**src/rtl/seq_code_lock_pkg.sv**
```systemverilog
// Shared types and sizing helpers for the sequential code lock.
package seq_code_lock_pkg;

    // Lock controller states
    typedef enum logic [2:0] {
        ST_IDLE,
        ST_ENTRY,
        ST_CHECK,
        ST_OPEN,
        ST_PROG,
        ST_LOCKOUT
    } lock_state_e;

    // Default geometry of the safe keypad
    localparam int DEF_DIGIT_W  = 4;
    localparam int DEF_CODE_LEN = 4;
    localparam int CODE_W       = DEF_CODE_LEN * DEF_DIGIT_W;

    // Width of a full code word for a given keypad geometry
    function automatic int code_width(input int digit_w, input int code_len);
        return digit_w * code_len;
    endfunction

    // Width needed to hold the larger of two cycle counts down to zero
    function automatic int timer_width(input int a, input int b);
        int m;
        m = (a > b) ? a : b;
        return $clog2(m + 1);
    endfunction

endpackage

```
**src/rtl/seq_digit_collector.sv**
```systemverilog
// Shift buffer that gathers digits of a code, shared by code entry and
// reprogramming. New digits enter on the LSB side; the buffer stops
// accepting once it holds a full code.
module seq_digit_collector
    import seq_code_lock_pkg::*;
#(
    parameter int DIGIT_W  = 4,
    parameter int CODE_LEN = 4,
    localparam int CW      = code_width(DIGIT_W, CODE_LEN),
    localparam int CNT_W   = $clog2(CODE_LEN + 1)
) (
    input  logic               clk,
    input  logic               reset,
    input  logic               clr,
    input  logic               shift_en,
    input  logic [DIGIT_W-1:0] digit,
    output logic [CW-1:0]      code_q,
    output logic [CNT_W-1:0]   count,
    output logic               full
);

    assign full = (count == CNT_W'(CODE_LEN));

    // Clear wins over a same-cycle shift; shifts beyond a full code are dropped
    always_ff @(posedge clk or posedge reset) begin
        if (reset) begin
            code_q <= '0;
            count  <= '0;
        end else if (clr) begin
            code_q <= '0;
            count  <= '0;
        end else if (shift_en && !full) begin
            code_q <= (code_q << DIGIT_W) | CW'(digit);
            count  <= count + 1'b1;
        end
    end

endmodule

```
**src/rtl/seq_code_lock.sv**
```systemverilog
// Multi-digit combination lock: code entry, one-cycle compare, timed open
// window with optional reprogramming, and timed lockout after repeated
// failures. All outputs are registered.
module seq_code_lock
    import seq_code_lock_pkg::*;
#(
    parameter int DIGIT_W     = 4,
    parameter int CODE_LEN    = 4,
    parameter logic [DIGIT_W*CODE_LEN-1:0] DEFAULT_CODE = 16'h1A2B,
    parameter int MAX_TRIES   = 3,
    parameter int LOCKOUT_CYC = 16,
    parameter int OPEN_CYC    = 8,
    localparam int TW         = $clog2(MAX_TRIES + 1)
) (
    input  logic               clk,
    input  logic               reset,
    input  logic               digit_valid,
    input  logic [DIGIT_W-1:0] digit,
    input  logic               clear,
    input  logic               lock_cmd,
    input  logic               prog_en,
    output logic               unlock,
    output logic               alarm,
    output logic               bad_code,
    output logic               prog_done,
    output logic [TW-1:0]      tries_left
);

    localparam int CW    = code_width(DIGIT_W, CODE_LEN);
    localparam int TMR_W = timer_width(LOCKOUT_CYC, OPEN_CYC);
    localparam int CNT_W = $clog2(CODE_LEN + 1);

    lock_state_e        state;
    logic [CW-1:0]      code_reg;
    logic [TMR_W-1:0]   timer;

    logic               col_clr;
    logic               col_shift;
    logic [CW-1:0]      col_q;
    logic [CNT_W-1:0]   col_count;
    logic               col_full;

    logic               last_digit;
    logic               open_take;
    logic               prog_take;
    logic [CW-1:0]      prog_word;

    // The next accepted digit completes a code
    assign last_digit = (col_count == CNT_W'(CODE_LEN - 1));
    // Code word as it will look once the current digit is appended
    assign prog_word  = (col_q << DIGIT_W) | CW'(digit);
    // A programming digit in OPEN only counts if the window is not closing
    assign open_take  = digit_valid && prog_en && !lock_cmd && (timer > TMR_W'(1));
    assign prog_take  = digit_valid && !lock_cmd;

    seq_digit_collector #(
        .DIGIT_W  (DIGIT_W),
        .CODE_LEN (CODE_LEN)
    ) u_collector (
        .clk      (clk),
        .reset    (reset),
        .clr      (col_clr),
        .shift_en (col_shift),
        .digit    (digit),
        .code_q   (col_q),
        .count    (col_count),
        .full     (col_full)
    );

    // Steer the collector: entry digits, flush after compare or commit
    always_comb begin
        col_clr   = 1'b0;
        col_shift = 1'b0;
        case (state)
            ST_IDLE, ST_ENTRY: begin
                col_clr   = clear;
                col_shift = digit_valid;
            end
            ST_CHECK: begin
                col_clr = 1'b1;
            end
            ST_OPEN: begin
                col_clr   = open_take && last_digit;
                col_shift = open_take;
            end
            ST_PROG: begin
                col_clr   = lock_cmd || (prog_take && last_digit);
                col_shift = prog_take;
            end
            default: begin
                col_clr   = 1'b0;
                col_shift = 1'b0;
            end
        endcase
    end

    // Lock controller FSM with registered outputs, timers and stored code
    always_ff @(posedge clk or posedge reset) begin
        if (reset) begin
            state      <= ST_IDLE;
            code_reg   <= DEFAULT_CODE;
            timer      <= '0;
            unlock     <= 1'b0;
            alarm      <= 1'b0;
            bad_code   <= 1'b0;
            prog_done  <= 1'b0;
            tries_left <= TW'(MAX_TRIES);
        end else begin
            bad_code  <= 1'b0;
            prog_done <= 1'b0;
            case (state)
                ST_IDLE: begin
                    if (!clear && digit_valid)
                        state <= last_digit ? ST_CHECK : ST_ENTRY;
                end
                ST_ENTRY: begin
                    if (clear)
                        state <= ST_IDLE;
                    else if (digit_valid && !col_full && last_digit)
                        state <= ST_CHECK;
                end
                ST_CHECK: begin
                    if (col_q == code_reg) begin
                        state      <= ST_OPEN;
                        unlock     <= 1'b1;
                        tries_left <= TW'(MAX_TRIES);
                        timer      <= TMR_W'(OPEN_CYC);
                    end else begin
                        bad_code <= 1'b1;
                        if (tries_left <= TW'(1)) begin
                            tries_left <= '0;
                            state      <= ST_LOCKOUT;
                            alarm      <= 1'b1;
                            timer      <= TMR_W'(LOCKOUT_CYC);
                        end else begin
                            tries_left <= tries_left - 1'b1;
                            state      <= ST_IDLE;
                        end
                    end
                end
                ST_OPEN: begin
                    if (lock_cmd || (timer <= TMR_W'(1))) begin
                        unlock <= 1'b0;
                        timer  <= '0;
                        state  <= ST_IDLE;
                    end else if (open_take) begin
                        if (last_digit) begin
                            code_reg  <= prog_word;
                            prog_done <= 1'b1;
                            unlock    <= 1'b0;
                            state     <= ST_IDLE;
                        end else begin
                            state <= ST_PROG;
                        end
                    end else begin
                        timer <= timer - 1'b1;
                    end
                end
                ST_PROG: begin
                    if (lock_cmd) begin
                        unlock <= 1'b0;
                        state  <= ST_IDLE;
                    end else if (prog_take && last_digit) begin
                        code_reg  <= prog_word;
                        prog_done <= 1'b1;
                        unlock    <= 1'b0;
                        state     <= ST_IDLE;
                    end
                end
                ST_LOCKOUT: begin
                    if (timer <= TMR_W'(1)) begin
                        alarm      <= 1'b0;
                        timer      <= '0;
                        tries_left <= TW'(MAX_TRIES);
                        state      <= ST_IDLE;
                    end else begin
                        timer <= timer - 1'b1;
                    end
                end
                default: state <= ST_IDLE;
            endcase
        end
    end

endmodule

```
**config.mk**
```make
export PLATFORM = sky130hd
export DESIGN_NAME = seq_code_lock
export DESIGN_NICKNAME = d
export VERILOG_FILES = /design/src/rtl/seq_code_lock_pkg.sv /design/src/rtl/seq_digit_collector.sv /design/src/rtl/seq_code_lock.sv
export SDC_FILE = /design/constraint.sdc
export NUM_CORES = 1
export LEC_CHECK = 0
export ABC_AREA = 1
export CAP_MARGIN = 10
export CORE_MARGIN = 1.5
export CORE_UTILIZATION = 60
export CTS_BUF_LIST = sky130_fd_sc_hd__clkbuf_16
export DETAILED_ROUTE_END_ITERATION = 12
export PLACE_DENSITY = 0.88
export SYNTH_ARGS = -nofsm -noshare
export SYNTH_HDL_FRONTEND = slang
export SYNTH_SLANG_ARGS = --single-unit
```
**constraint.sdc**
```tcl
create_clock -name clk -period 3.1 [get_ports clk]
set_input_delay 0.775 -clock clk [delete_from_list [all_inputs] [get_ports clk]]
set_output_delay 0.775 -clock clk [all_outputs]
set_load 0.02 [all_outputs]
```
==> summary.md, run 1 <==
| Metric | Value |
|---|---|
| Status | `finished, final reports clean` |
| WP data arrival | `2470 ps` |
| ANT nets after route | `0` |
| Largest net degree at the start of global routing | `34` |
| Routed len/inst | `11.9 um` |
| Final number of setup-violating endpoints | `0` |
| Layout cells sized above 1 | `0.107` |
| XOR/XNOR Fraction of Synth Area | `0.00921` |
| PortBufs | `15` |
| Starting Density | `0.638` |
| Maxcap violations | `0` |
| Hpwl dp | `3.94 mm` |
| Fin. Hold Viols | `0` |
| P_leak | `1.71 nW` |
| Final non-filler cell total | `473` |
| Startpoint types | `input port` |
| Register-to-register setup slack | `930 ps` |
| Reg clk slew, reported paths | `60 ps` |
| Pre-CTS WS | `595 ps` |
| Seq pwr share | `0.394` |
| Std-Cell Rows | `24` |
| Number of diodes | `0` |
| Die W | `72.0 um` |
| CTS Buf Count | `5` |
| Crit-path max FO | `13` |
| H-tree depth | `2` |
| Clock sink total | `49` |
| Mapped Area | `2850 sq um` |
| Core area | `4470 sq um` |
| Sw power | `1.05 mW` |
| Reg2reg end | `u_collector.code_q[8]$_DFFE_PP0P_` |
| Unrepaired setup endpoints after global routing | `false` |
| Largest family of logic cells by synthesized area | `simple AND/OR/NAND/NOR gates` |
| Max frequency | `446 MHz` |
| Path type of the worst setup path | `in -> reg` |
| Vias per inst | `5.09` |
| Finished layout cell area | `3150 sq um` |
| Slew headroom | `0.562` |
| Final period util | `0.723` |
| Share of the synthesized area in the top cell type | `0.351` |
| Wirelength, routed | `5.64 mm` |
| WHS | `475 ps` |
| DIE HEIGHT | `72.0 um` |
| Sw Share | `0.414` |
| Critical Path Sink Type | `register` |
| Power share of the clock group | `0.205` |
| Synthesis-to-finish area growth | `10.4%` |
| Most common cell after layout, fill and taps aside | `nand2_1` |
| Post-synthesis sequential area ratio | `0.434` |
| Iteration-0 DRC Markers | `151` |
| Area of the multi-input gates | `1280 sq um` |
| Clock Latency Late Sink | `290 ps` |
| CTS Buffer Depth | `2` |
| Clock Tree Root | `clkbuf_16` |
| Filler instances | `360` |
| Setup TNS Final | `0 ps` |
| Global-route usage over all layers | `0.247` |
| Fin nets | `435` |
| # DRC | `0` |
| Most frequent cells in the layout | `171 x nand2_1, 62 x inv_1, 40 x dfrtp_1, 23 x nor2_1, 20 x o21ai_0` |
| Syn_area_per_cell | `7.05 sq um` |
| Reg2Reg Launch Point | `u_collector.count[0]$_DFFE_PP0P_` |
| Post-DP Area | `3010 sq um` |
| PD cells | `808 nW/um^2` |
| Hold Path End | `timer[1]$_DFFE_PP0P_` |
| Syn Inst Count | `405` |
| Logic gate share of total power | `0.401` |
| First-pass DRT Iterations | `4` |
| Synth Area in Adders | `0.0219` |
| Worst Hold Launch | `timer[1]$_DFFE_PP0P_` |
| Synth top area cells | `dfrtp_1 35%, nand2_1 22%, dfstp_2 8.3%, inv_1 8.3%, o21ai_0 3.5%` |
| Placed instance count | `465` |
| Mapped Nets | `420` |
| Min cycle time layout | `2240 ps` |
| #FFs+latches synth | `49` |
| Initial antenna violation count | `0` |
| Synth unique cells | `28` |
| Worst VDD drop | `0.000420 V` |
| Final WS setup | `860 ps` |
| Total gr overflow | `0` |
| Number of global-route vias before repair | `2,360` |
| Worst-margin pin slew | `657 ps` |
| Post-CTS setup repair buffer count | `0` |
| Req. time, crit path | `3330 ps` |
| TritonCTS clock tree | `done` |
| I/O pins | `16` |
| Post-synth top area cell | `dfrtp_1` |
| GPL Wtd Cong | `0.896` |
| Overall power | `2.55 mW` |
| Area fraction in compound gates after synthesis | `0.0829` |
| Register area | `1240 sq um` |
| Internal power | `1.49 mW` |
| First-pass GRT wire length | `10.1 mm` |
| Yosys Warn Count | `0` |
| R2R depth | `13` |
| Post-Route Utilization | `0.704` |
| Multiplexer area fraction after synthesis | `0` |
| Hold Crit Class | `reg -> reg` |
| Setup Skew | `5.00 ps` |
| Max-slew violations | `0` |
| PostCTS Resize Cnt | `0` |
| Via Count | `2,408` |
| Hold Path Depth | `2` |
| Quantity of hold-fixing buffers added after cts | `0` |
| Simple-Gate Fraction of Synth Area | `0.334` |
| Die Area | `5180 sq um` |
-- cells in the mapped netlist (all sizes together) --
cell type / instances
a21oi: 14
nand3: 13
dfrtp: 40
dfstp: 9
o21ai: 28
nor2: 29
ha: 5
o21a: 1
xnor2: 2
xor2: 1
o21bai: 2
buf: 8
nand4: 2
inv: 69
nand2: 181
or2: 1
-- power groups by stage --
stage               combinational [mW]  clock [mW]  sequential (mW)
finish                            1.02       0.522             1.00
global route                      1.18       0.542             1.03
floorplan                        0.825           0            0.997
global placement                 0.973           0            0.998
detailed placement                1.01           0             1.01
CTS                               1.03       0.522             1.00
-- kinds of logic (layout without fill, tap and decap cells) --
| family | Yosys count | count (layout) |
|---|---|---|
| compound gates | 45 | 45 |
| xor+xnor | 3 | 3 |
| fa+ha+maj | 5 | 5 |
| buf+inv | 77 | 93 |
| flops | 49 | 49 |
| simple gates | 226 | 226 |
-- area by class of cell --
class | count | area share
multi-input cells | 279 | 0.405
inverters | 69 | 0.0838
flip-flops and latches | 49 | 0.393
clock buffers | 5 | 0.0397
clock inverters | 3 | 0.00397
repair buffers | 16 | 0.0540
well taps | 52 | 0.0206
-- how the worst max path moves through the flow --
stage | start | endpoint | cells past startpoint | slack [ps]
after floorplan | reset | alarm$_DFFE_PP0P_ | 1 | 1170
after global placement | digit_valid | u_collector.code_q[3]$_DFFE_PP0P_ | 10 | 660
after detailed placement | digit_valid | u_collector.code_q[8]$_DFFE_PP0P_ | 12 | 600
after CTS | digit_valid | u_collector.code_q[8]$_DFFE_PP0P_ | 12 | 860
after global routing | digit_valid | u_collector.code_q[8]$_DFFE_PP0P_ | 12 | 670
final | digit_valid | u_collector.code_q[8]$_DFFE_PP0P_ | 12 | 860
-- routing by layer --
| layer | share of wire | track usage | vias up |
|---|---|---|---|
| met4 | 0.014 | 0.0755 | 0 |
| met1 | 0.47 | 0.319 | 1120 |
| met2 | 0.49 | 0.431 | 34 |
| li1 | - | - | 1247 |
| met3 | 0.030 | 0.0375 | 7 |
| met5 | 0 | 0 | - |
-- worst max-delay path, stage by stage --
cell	delay, ps
clkdlybuf4s50_1	470
nand2_1	120
inv_1	60
nor2_1	140
nor2_1	70
nor2_2	90
nand2_2	180
inv_2	260
nand2_1	120
nand2_1	80
nand2_1	50
inv_1	50
No activity file was read; power rests on OpenSTA's default activity.
==> inputs of run 2 (changes only) <==
==> constraint.sdc (replaced) <==
create_clock -name clk -period 2.12 [get_ports clk]
set_input_delay 0.53 -clock clk [delete_from_list [all_inputs] [get_ports clk]]
set_output_delay 0.53 -clock clk [all_outputs]
set_load 0.02 [all_outputs]
==> summary.md, run 2 (synthesized netlist as in run 1, its figures left out) <==
| Metric | Value |
|---|---|
| Crit path launch | `tries_left[1]$_DFFE_PP1P_` |
| Area of the multi-input gates | `1280 sq um` |
| Global-route usage over all layers | `0.250` |
| Status | `finished, final reports clean` |
| Fin nets | `439` |
| Number of global-route vias before repair | `2,374` |
| Routed len/inst | `12.0 um` |
| Clock Latency Late Sink | `290 ps` |
| WP data arrival | `1450 ps` |
| Clock sink total | `49` |
| Register area | `1240 sq um` |
| Reg2reg end | `u_collector.code_q[4]$_DFFE_PP0P_` |
| Hold Crit Class | `reg -> reg` |
| Max frequency | `506 MHz` |
| # DRC | `0` |
| Std-Cell Rows | `24` |
| Family with the most delay on the worst path | `buffers and inverters` |
| Global-route met2 utilization | `0.409` |
| Quantity of hold-fixing buffers added after cts | `0` |
| Final period util | `0.932` |
| Crit-path cells | `clkdlybuf4s50_1` |
| Most frequent cells in the layout | `171 x nand2_1, 63 x inv_1, 40 x dfrtp_1, 23 x nor2_1, 20 x o21ai_0` |
| Req. time, crit path | `1590 ps` |
| First-pass GRT wire length | `10.1 mm` |
| TritonCTS clock tree | `done` |
| Buf+Inv Stages, Crit Path | `1` |
| Hpwl dp | `4.04 mm` |
| Worst Hold Launch | `timer[1]$_DFFE_PP0P_` |
| Slew headroom | `0.821` |
| P_leak | `1.73 nW` |
| Die Area | `5180 sq um` |
| Reg2Reg Launch Point | `u_collector.count[0]$_DFFE_PP0P_` |
| Final number of setup-violating endpoints | `0` |
| Placed instance count | `469` |
| Maxcap violations | `0` |
| Most Crowded Layer GR | `met2` |
| Register-to-register setup slack | `180 ps` |
| First-pass DRT Iterations | `5` |
| Total gr overflow | `0` |
| ANT nets after route | `0` |
| Max-slew violations | `0` |
| Pre-CTS WS | `-37.8 ps` |
| Clock Tree Root | `clkbuf_16` |
| Die W | `72.0 um` |
| CTS Buf Count | `5` |
| Synthesis-to-finish area growth | `12.1%` |
| Setup Skew | `4.43 ps` |
| DIE HEIGHT | `72.0 um` |
| Worst VDD drop | `0.000658 V` |
| PortBufs | `15` |
| Initial antenna violation count | `0` |
| M1 GR Usage | `0.340` |
| Post-CTS setup repair buffer count | `0` |
| Starting Density | `0.638` |
| Largest net degree at the start of global routing | `50` |
| Filler instances | `353` |
| Critical Path Sink Type | `output port` |
| Setup TNS Final | `0 ps` |
| PD cells | `1180 nW/um^2` |
| Unrepaired setup endpoints after global routing | `false` |
| Fin. Hold Viols | `0` |
| CTS Buffer Depth | `2` |
| Via Count | `2,466` |
| Crit path to | `tries_left[1]` |
| Min cycle time layout | `1980 ps` |
| Most common cell after layout, fill and taps aside | `nand2_1` |
| Startpoint types | `register` |
| Vias per inst | `5.17` |
| Critical path's largest stage delay | `600 ps` |
| Met3 Track Usage GR | `0.0556` |
| Core area | `4470 sq um` |
| Levels on crit path | `1` |
| Final non-filler cell total | `477` |
| H-tree depth | `2` |
| Crit-path max FO | `4` |
| R2R depth | `13` |
| Path type of the worst setup path | `reg -> out` |
| Worst-margin pin slew | `267 ps` |
| Iteration-0 DRC Markers | `224` |
| I/O pins | `16` |
| PostCTS Resize Cnt | `0` |
| Wirelength, routed | `5.70 mm` |
| Finished layout cell area | `3200 sq um` |
| Final WS setup | `144 ps` |
| Reg clk slew, reported paths | `60 ps` |
| Crit path max-delay cell type | `clkdlybuf4s50_1` |
| GPL Wtd Cong | `0.973` |
| Layout cells sized above 1 | `0.118` |
| Number of diodes | `0` |
| Post-DP Area | `3060 sq um` |
-- run 2: cell types whose count changed in the layout (fill, tap and decap cells not counted) --
| cell | delta |
|---|---|
| buf_4 | +3 |
| clkinv_1 | -2 |
| clkinvlp_4 | +2 |
| buf_12 | +1 |
| clkinv_2 | -1 |
| inv_1 | +1 |
-- run 2: metal layers --
layer  wire [um]  vias to the layer above  share of wire
li1            -                     1254              -
met5           0                        -              0
met3         273                        6          0.048
met4          55                        0         0.0096
met2        2750                       69           0.48
met1        2630                     1137           0.46
-- run 2: cell type report --
class | count | share of cell area
repair buffers | 20 | 0.0665
multi-input cells | 279 | 0.399
clock buffers | 5 | 0.0391
flip-flops and latches | 49 | 0.387
well taps | 52 | 0.0203
clock inverters | 3 | 0.00586
inverters | 69 | 0.0825
-- run 2: how the worst min path moves through the flow --
stage	slack (ps)	end	depth (start not counted)
detailed placement	460	timer[1]$_DFFE_PP0P_	2
CTS	470	timer[1]$_DFFE_PP0P_	2
global route	490	alarm$_DFFE_PP0P_	2
global placement	460	timer[1]$_DFFE_PP0P_	2
finish	470	timer[1]$_DFFE_PP0P_	2
floorplan	440	timer[1]$_DFFE_PP0P_	2
-- run 2: power breakdown --
| part | switching, mW | internal [mW] |
|---|---|---|
| combinational | 0.976 | 0.563 |
| sequential | 0.255 | 1.22 |
| clock | 0.339 | 0.433 |
| total | 1.57 | 2.21 |
-- run 2: worst register-to-register path, cell delays in order (launching register included) --
cell     delay [ps]
dfrtp_1         410
ha_1            210
ha_1            190
nand2_1          90
inv_1            60
nor2_1          160
nor2_1           70
nor2_2          100
nand2_2          70
inv_2           210
nand2_1         120
nand2_1          80
nand2_1          70
inv_1            50
-- run 2: through the flow --
step                 util  power, mW  hold slack [ps]
floorplan               -       2.67              442
global placement    0.683       2.91              458
detailed placement  0.683       2.99              458
CTS                 0.715       3.79              474
global route        0.715       4.11              491
finish              0.715       3.78              473
